[config.mk]
export PLATFORM = sky130hd
export DESIGN_NAME = e203_exu_lpipe_tracker
export DESIGN_NICKNAME = d
export VERILOG_FILES = /design/src/rtl/e203_exu_lpipe_tracker.sv
export SDC_FILE = /design/constraint.sdc
export NUM_CORES = 1
export LEC_CHECK = 0
export CORE_ASPECT_RATIO = 1.4
export CORE_MARGIN = 2
export CORE_UTILIZATION = 32
export DETAILED_ROUTE_END_ITERATION = 8
export PLACE_DENSITY = 0.78
export RECOVER_POWER = 100
export SETUP_SLACK_MARGIN = 0.4
export SYNTH_ARGS = -nofsm -noshare
export SYNTH_HDL_FRONTEND = slang
export SYNTH_SLANG_ARGS = --single-unit
[constraint.sdc]
create_clock -name clk -period 2.5 [get_ports clk]
set_input_delay 0.5 -clock clk [delete_from_list [all_inputs] [get_ports clk]]
set_output_delay 0.5 -clock clk [all_outputs]
set_load 0.05 [all_outputs]
[src/rtl/e203_exu_lpipe_tracker.sv]
// In-order tracker for long-pipe (LSU/MULDIV) instructions: tags dispatches, retires in order,
// and flags RAW/WAW hazards against dispatch. Define E203_LPIPE_TRACK_PC_EN to store per-entry PCs.
module e203_exu_lpipe_tracker #(
  parameter int DEPTH = 2,
  parameter int PTR_W = $clog2(DEPTH)
) (
  input  logic             clk,
  input  logic             rst_n,

  input  logic             dis_ena,
  output logic             dis_ready,
  output logic [PTR_W-1:0] dis_ptr,

  input  logic             disp_i_rs1en,
  input  logic             disp_i_rs2en,
  input  logic             disp_i_rdwen,
  input  logic [4:0]       disp_i_rs1idx,
  input  logic [4:0]       disp_i_rs2idx,
  input  logic [4:0]       disp_i_rdidx,
  input  logic [31:0]      disp_i_pc,

  input  logic             ret_ena,
  output logic [PTR_W-1:0] ret_ptr,
  output logic [4:0]       ret_rdidx,
  output logic             ret_rdwen,
  output logic [31:0]      ret_pc,

  output logic             oitfrd_match_disprs1,
  output logic             oitfrd_match_disprs2,
  output logic             oitfrd_match_disprd,
  output logic             oitf_empty
);

  // Pointers carry one extra wrap bit; DEPTH is a power of two so plain +1 toggles it at DEPTH-1 -> 0.
  logic [PTR_W:0]   alc_ptr_r;
  logic [PTR_W:0]   ret_ptr_r;
  logic [PTR_W-1:0] alc_idx;
  logic [PTR_W-1:0] ret_idx;
  logic             full;
  logic             empty;
  logic             alc_fire;
  logic             ret_fire;

  logic [DEPTH-1:0] vld_r;
  logic [DEPTH-1:0] rdwen_r;
  logic [4:0]       rdidx_r [DEPTH];

  assign alc_idx = alc_ptr_r[PTR_W-1:0];
  assign ret_idx = ret_ptr_r[PTR_W-1:0];

  assign empty = (alc_ptr_r == ret_ptr_r);
  assign full  = (alc_idx == ret_idx) & (alc_ptr_r[PTR_W] != ret_ptr_r[PTR_W]);

  // Both fire conditions look only at pre-edge occupancy, so full drops the allocate and empty drops the retire.
  assign alc_fire = dis_ena & ~full;
  assign ret_fire = ret_ena & ~empty;

  assign dis_ready  = ~full;
  assign oitf_empty = empty;
  assign dis_ptr    = alc_idx;
  assign ret_ptr    = ret_idx;

  // NOTE: sequential state is written only with non-blocking assignments so every flop samples pre-edge values.
  always_ff @(posedge clk or negedge rst_n) begin
    if (!rst_n) begin
      alc_ptr_r <= '0;
      ret_ptr_r <= '0;
    end else begin
      if (alc_fire) alc_ptr_r <= alc_ptr_r + {{PTR_W{1'b0}}, 1'b1};
      if (ret_fire) ret_ptr_r <= ret_ptr_r + {{PTR_W{1'b0}}, 1'b1};
    end
  end

  // NOTE: the entry array is reset as well, because the oldest entry's fields are visible on ret_* straight out of reset.
  always_ff @(posedge clk or negedge rst_n) begin
    if (!rst_n) begin
      vld_r   <= '0;
      rdwen_r <= '0;
      for (int i = 0; i < DEPTH; i++) rdidx_r[i] <= '0;
    end else begin
      for (int i = 0; i < DEPTH; i++) begin
        if (ret_fire && (ret_idx == PTR_W'(i))) vld_r[i] <= 1'b0;
        if (alc_fire && (alc_idx == PTR_W'(i))) begin
          vld_r[i]   <= 1'b1;
          rdwen_r[i] <= disp_i_rdwen;
          rdidx_r[i] <= disp_i_rdidx;
        end
      end
    end
  end

  assign ret_rdidx = rdidx_r[ret_idx];
  assign ret_rdwen = rdwen_r[ret_idx];

`ifdef E203_LPIPE_TRACK_PC_EN
  logic [31:0] pc_r [DEPTH];

  always_ff @(posedge clk or negedge rst_n) begin
    if (!rst_n) begin
      for (int i = 0; i < DEPTH; i++) pc_r[i] <= '0;
    end else begin
      for (int i = 0; i < DEPTH; i++) begin
        if (alc_fire && (alc_idx == PTR_W'(i))) pc_r[i] <= disp_i_pc;
      end
    end
  end

  assign ret_pc = pc_r[ret_idx];
`else
  logic unused_pc;

  assign unused_pc = ^disp_i_pc;
  assign ret_pc    = 32'h0;
`endif

  logic hit_rs1;
  logic hit_rs2;
  logic hit_rd;

  // NOTE: every always_comb output gets a default first so no path leaves it unassigned (no latch).
  always_comb begin
    hit_rs1 = 1'b0;
    hit_rs2 = 1'b0;
    hit_rd  = 1'b0;
    for (int i = 0; i < DEPTH; i++) begin
      if (vld_r[i] && rdwen_r[i]) begin
        if (rdidx_r[i] == disp_i_rs1idx) hit_rs1 = 1'b1;
        if (rdidx_r[i] == disp_i_rs2idx) hit_rs2 = 1'b1;
        if (rdidx_r[i] == disp_i_rdidx)  hit_rd  = 1'b1;
      end
    end
  end

  assign oitfrd_match_disprs1 = hit_rs1 & disp_i_rs1en;
  assign oitfrd_match_disprs2 = hit_rs2 & disp_i_rs2en;
  assign oitfrd_match_disprd  = hit_rd  & disp_i_rdwen;

endmodule

==> key figures, run 1 <==
Logic synthesis
  • Mux contribution to synthesized area: 13.9%
  • Per-instance average area after synthesis: 9.76 sq um
  • Flops & latches, synth: 18
  • Synth unique cells: 23
  • Post-synthesis compound-gate area fraction: 5.94%
  • Area share of and/or/nand/nor cells after synthesis: 10.7%
  • Largest family of logic cells by synthesized area: XOR/XNOR gates
  • Share of the synthesized netlist area taken by xor and xnor gates: 20.5%
  • Proportion of synthesized chip area in sequential cells: 31.0%
  • Post-Syn Instances: 149
  • Synthesized-area fraction occupied by adder cells: 0%
  • Number of warnings issued by yosys: 0
  • Post-synthesis instance area: 1450 sq um

Pwr
  • Internal power of the cells: 1.23 mW
  • Switching power share of the total: 52.2%
  • Power density over the cells: 1400 nW/um^2
  • Combinational share of power: 62.2%
  • Power dissipated by switching net loads: 1.34 mW
  • IR drop worst, VDD: 0.000909 V
  • Post-route total power: 2.57 mW
  • Part of the total power dissipated in the clock network: 9.0%
  • Proportion of power drawn by flip-flops and latches: 28.8%
  • Static leakage: 0.766 nW

Timing
  • Number of hold violations in the final report: 0
  • Clk_skew: 3.38 ps
  • Transition at the pin with the smallest max-transition slack: 1100 ps
  • Total count of max-transition violations in the final report: 0
  • Portion of the clock cycle consumed by the worst path in the final layout: 88.5%
  • Setup TNS after final layout: 0 ps
  • RSZ-0062 raised after global routing: no
  • # setup viols final: 0
  • Slew Limit Headroom: 26.1%
  • Highest Clock Rate: 452 MHz
  • Period minus WS final: 2210 ps

Worst setup path
  • Crit path kind: reg2reg
  • Arrival time at the worst endpoint: 2340 ps
  • Startpoint class of the critical path: flop
  • Crit end category: flop
  • Peak fanout along the critical path: 7
  • Required time of the worst setup path: 2630 ps

Clock network
  • Clock tree from TritonCTS: yes
  • Number of buffers created by CTS: 3
  • Later-pin clock latency in the skew report: 250 ps
  • Hold-fix buffers, CTS: 0
  • Clock Path Buffers: 2
  • Number of H-tree levels: 1
  • Clk pin slew, worst setup/hold paths: 70 ps
  • Clock tree root buffer cell: clkbuf_8
  • Clock Sink Count: 18

Finish
  • Proportion of layout cells with a drive suffix above 1: 18.8%
  • Layout overhead on the synthesized area: 25.8%
  • Number of antenna diodes: 0
  • Layout Nets: 241
  • Most common cell after layout, fill and taps aside: conb_1
  • Commonest non-fill, non-tap cells in the layout: 32 x conb_1, 28 x xnor2_1, 23 x dlygate4sd2_1
  • Fillcell total: 472

Placement
  • Number of port buffers: 34
  • Gp weighted congestion: 0.943
  • Total half-perimeter wirelength after legalization and detailed placement: 2500 microns

Global routing
  • All-Layer GR Usage: 12.6%
  • Number of global-route vias before repair: 987
  • Initial antenna violation count: 0
  • Total global routing overflow: 0
  • Global-route wire length before repair: 4860 microns
  • Maximum number of pins on one net before global-route repair: 14

Floorplan
  • Area of the core region: 4460 sq um
  • Die Area: 5110 sq um
  • Starting Density: 32.6%
  • Die width: 61.0 microns
  • Number of I/O pins: 99
  • Std cell rows: 29
  • Die height: 83.8 microns

Job
  • Count of maximum capacitance violations: 0

Detailed routing
  • Remaining routing DRC violations: 0
  • Routed via count divided by cell count: 4.43
  • Detailed-route wire length per cell: 12.9 microns
  • Drt first-iter violations: 32
  • Number of search-and-repair iterations in the first detailed-routing pass: 4
  • Via Count: 1099
  • Number of nets with antenna violations after detailed routing: 0
  • DRT Wirelength: 3190 microns

Outcome
  • Outcome: complete, no violations

Hold path
  • Hold Path Class: reg2reg
==> per-stage QoR <==
| step | hold slack (ps) | util (%) | area, sq um | setup WS [ps] | std cells |
|---|---|---|---|---|---|
| floorplan | 204 | - | 1570 | 480 | 180 |
| global placement | 533 | 39.7 | 1770 | 164 | 242 |
| detailed placement | 552 | 39.7 | 1770 | 154 | 242 |
| CTS | 589 | 41.2 | 1840 | 427 | 247 |
| global route | 623 | 41.0 | 1830 | 214 | 248 |
| finish | 593 | 41.0 | 1830 | 289 | 248 |
==> worst paths after layout <==
kind	to	start	cells past startpoint	slack, ps
setup / recovery	rdidx_r[5]	ret_ptr_r[0]	4	290
hold / removal	alc_ptr_r[1]	alc_ptr_r[1]	1	590
max in group asynchronous	rdidx_r[7]	rst_n	2	1110
min in group asynchronous	alc_ptr_r[0]	rst_n	1	710
hold reg to reg	alc_ptr_r[1]	alc_ptr_r[1]	1	590
setup reg to reg	rdidx_r[5]	ret_ptr_r[0]	4	290
==> synthesized netlist by cell type, drive strengths merged <==
| cell | n | area [sq um] |
|---|---|---|
| buf | 34 | 250 |
| xnor2 | 32 | 280 |
| dfrtp | 18 | 450 |
| mux2 | 18 | 203 |
| nand4 | 12 | 75.1 |
| a21oi | 5 | 28.8 |
| nand2 | 5 | 18.8 |
| o21ai | 4 | 23.8 |
| nand2b | 3 | 18.8 |
| nand3 | 3 | 15.0 |
| o22ai | 3 | 18.8 |
| nor2 | 2 | 7.51 |
| o211ai | 2 | 15.0 |
| xor2 | 2 | 17.5 |
| and2 | 1 | 6.26 |
| clkbuf | 1 | 3.75 |
| conb | 1 | 3.75 |
| inv | 1 | 3.75 |
| nor2b | 1 | 6.26 |
| or3 | 1 | 7.51 |
==> flip-flops by register name, indices dropped and copies added, names as in the netlist <==
| name | flops |
|---|---|
| ret_ptr_r | 2 |
| rdwen_r | 2 |
| vld_r | 2 |
| alc_ptr_r | 2 |
| rdidx_r | 10 |
==> worst max-delay path, cell delays in order, from the launching register on <==
cell,delay [ps]
dfrtp_2,480
clkbuf_2,170
buf_4,160
o21ai_0,860
mux2_2,420
==> power groups by stage <==
stage | registers [mW] | logic [mW] | clock network (mW)
2_1_floorplan | 0.681 | 1.28 | 0
3_3_place_gp | 0.729 | 1.63 | 0
3_5_place_dp | 0.739 | 1.64 | 0
4_1_cts | 0.731 | 1.61 | 0.239
5_1_grt | 0.763 | 1.70 | 0.258
6_report | 0.740 | 1.60 | 0.230
==> final cells by class <==
cell class | count | area (sq um) | area share, %
tap | 62 | 77.6 | 4.24
multi-input combinational | 126 | 892 | 48.8
inverter | 1 | 3.75 | 0.205
sequential | 18 | 452 | 24.7
clock buffer | 4 | 55.1 | 3.01
timing repair buffer | 37 | 349 | 19.1
==> repair_timing <==
| item | in CTS | in global routing |
|---|---|---|
| resized for setup | 29 | 5 |
| endpoints found under the setup margin | 12 | 4 |
| setup buffers | 1 | 1 |
| pin swaps | 3 | 1 |
==> cell families after synthesis <==
kind of cell | count (synthesis)
buf+inv | 36
xor+xnor | 34
simple gates | 28
mux | 18
flops | 18
compound gates | 14
other cells | 1
==> metal layers <==
layer / part of all wire, % / GRT usage, %
met4: 1.2 / 3.16
met1: 40 / 15.6
met2: 53 / 21.7
met5: 0 / 0
met3: 5.8 / 2.17
Note: power is estimated with default switching activity, not from simulation.
==> inputs of run 2 (changes only) <==
--- a/config.mk
+++ b/config.mk
@@ -6,7 +6,7 @@
 export NUM_CORES = 1
 export LEC_CHECK = 0
 export CORE_ASPECT_RATIO = 1.4
-export CORE_MARGIN = 2
+export CORE_MARGIN = 5
 export CORE_UTILIZATION = 32
 export DETAILED_ROUTE_END_ITERATION = 8
 export PLACE_DENSITY = 0.78
==> constraint.sdc (replaced) <==
create_clock -name clk -period 2.85 [get_ports clk]
set_input_delay 0.57 -clock clk [delete_from_list [all_inputs] [get_ports clk]]
set_output_delay 0.57 -clock clk [all_outputs]
set_load 0.05 [all_outputs]
==> key figures, run 2 (same netlist as run 1, synthesis figures left out) <==
Floorplan
  • Starting Density: 32.6% (unchanged)
  • Die width: 67.0 microns (+9.8%)
  • Number of I/O pins: 99 (unchanged)
  • Die height: 89.8 microns (+7.2%)
  • Area of the core region: 4460 sq um (unchanged)
  • Std cell rows: 29 (unchanged)
  • Die Area: 6010 sq um (+18%)

Clock network
  • Number of buffers created by CTS: 3 (unchanged)
  • Clock tree root buffer cell: clkbuf_8
  • Later-pin clock latency in the skew report: 250 ps (about the same)
  • Number of H-tree levels: 1 (unchanged)
  • Clock Path Buffers: 2 (unchanged)
  • Clock tree from TritonCTS: yes
  • Clk pin slew, worst setup/hold paths: 60 ps (about the same)
  • Hold-fix buffers, CTS: 0 (unchanged)
  • Clock Sink Count: 18 (unchanged)

Global routing
  • All-Layer GR Usage: 10.9% (-1.6 points)
  • Number of global-route vias before repair: 1096 (+11%)
  • Initial antenna violation count: 0 (unchanged)
  • Maximum number of pins on one net before global-route repair: 19 (+5)
  • Global-route wire length before repair: 5140 microns (+5.8%)
  • Total global routing overflow: 0 (unchanged)

Finish
  • Number of flip-flops in the largest register: 10 (unchanged)
  • Layout Nets: 239 (-0.83%)
  • Fillcell total: 473 (+0.21%)
  • Register containing the most flip-flops in the final layout: rdidx_r
  • Final core utilization: 40.3% (-0.70 points)
  • Layout overhead on the synthesized area: 23.7%
  • Commonest non-fill, non-tap cells in the layout: 32 x xnor2_1, 32 x conb_1, 18 x mux2_2, 18 x dfrtp_1, 17 x clkdlybuf4s50_1
  • Proportion of layout cells with a drive suffix above 1: 14.2% (-4.6 points)
  • Number of antenna diodes: 0 (unchanged)

Timing
  • Portion of the clock cycle consumed by the worst path in the final layout: 87.8%
  • Number of hold violations in the final report: 0 (unchanged)
  • Slew Limit Headroom: 25.8% (-0.33 points)
  • Setup TNS after final layout: 0 ps (unchanged)
  • RSZ-0062 raised after global routing: yes
  • Clk_skew: 0.908 ps (-2.48 ps)
  • Transition at the pin with the smallest max-transition slack: 1100 ps (+4.95 ps)
  • Highest Clock Rate: 400 MHz
  • # setup viols final: 0 (unchanged)
  • Total count of max-transition violations in the final report: 0 (unchanged)
  • Period minus WS final: 2500 ps

Worst setup path
  • R2R Setup Slk: 730 ps (+440 ps)
  • FF-to-FF Start: alc_ptr_r[1]
  • Crit end category: primary output
  • Arrival time at the worst endpoint: 1930 ps (-410 ps)
  • Critical Path End: oitfrd_match_disprd
  • Required time of the worst setup path: 2280 ps (-350 ps)
  • Startpoint class of the critical path: input pin
  • Worst-case reg-to-reg path depth: 4 (unchanged)
  • Launch point of the worst path: disp_i_rdidx[2]
  • Capture instance of the worst register-to-register path: rdidx_r[9]
  • Crit path kind: in2out
  • Peak fanout along the critical path: 4 (-3)

Detailed routing
  • Number of search-and-repair iterations in the first detailed-routing pass: 4 (unchanged)
  • Drt first-iter violations: 25 (-22%)
  • Detailed-route wire length per cell: 13.2 microns (+2.6%)
  • Number of nets with antenna violations after detailed routing: 0 (unchanged)
  • Remaining routing DRC violations: 0 (unchanged)
  • Via Count: 1082 (-1.5%)
  • Routed via count divided by cell count: 4.42 (-0.34%)
  • DRT Wirelength: 3230 microns (+1.4%)

Job
  • Count of maximum capacitance violations: 0 (unchanged)

Hold path
  • Hold Path Class: reg2reg

Outcome
  • Outcome: complete, no violations

Pwr
  • Static leakage: 0.721 nW (-5.9%)
  • Power density over the cells: 1220 nW/um^2 (-13%)
  • IR drop worst, VDD: 0.000525 V (-42%)

Placement
  • Gp weighted congestion: 0.871 (-7.6%)
  • Number of port buffers: 34 (unchanged)
  • Total half-perimeter wirelength after legalization and detailed placement: 2610 microns (+4.2%)
[run 2: what timing repair did]
item	CTS	global route
setup buffers	0	0
resized for setup	10	2
endpoints found under the setup margin	10	2
pin swaps	0	1
gates cloned	0	0
[run 2: layout make-up]
cell class	instances	area (sq um)	area share [%]
multi-input combinational	126	855	47.5
sequential	18	450	25.1
timing repair buffer	35	370	20.6
inverter	1	3.75	0.209
tap	62	77.6	4.31
clock buffer	3	41.3	2.30
[run 2: how the worst min path moves through the flow]
| stage | startpoint | to | slack, ps | depth (start not counted) |
|---|---|---|---|---|
| finish | alc_ptr_r[1] | alc_ptr_r[1] | 550 | 1 |
| global route | alc_ptr_r[1] | alc_ptr_r[1] | 580 | 1 |
| CTS | alc_ptr_r[1] | alc_ptr_r[1] | 560 | 1 |
| detailed placement | alc_ptr_r[1] | alc_ptr_r[1] | 550 | 1 |
| global placement | ret_ptr_r[1] | ret_ptr_r[1] | 540 | 2 |
| floorplan | rst_n | alc_ptr_r[0] | 270 | 0 |
[run 2: per-layer routing]
metal	track usage, %	up-vias	wire [microns]
met1	13.3	506	1320
met2	18.5	59	1580
li1	-	512	-
met5	0	-	0
met3	2.12	5	291
met4	4.06	0	50
[run 2: through the flow]
step	instances	power (mW)	instance area, sq um	worst slack [ps]	hold WS [ps]
floorplan	180	1.72	1570	628	274
global placement	242	2.09	1770	336	541
detailed placement	242	2.12	1770	345	551
CTS	245	2.23	1810	413	560
global route	245	2.33	1800	299	585
finish	245	2.19	1800	349	552
[run 2: critical path: stages]
cell             delay [ps]
clkdlybuf4s50_1         480
xnor2_1                 240
nand4_1                 140
o22ai_1                 310
buf_12                  190
[run 2: power breakdown]
part / switching (mW) / total [mW] / leakage [nW] / internal, mW
clock: 0.0803 / 0.174 / 0.0216 / 0.0938
combinational: 0.816 / 1.38 / 0.489 / 0.560
sequential: 0.258 / 0.644 / 0.210 / 0.386
total: 1.15 / 2.19 / 0.721 / 1.04
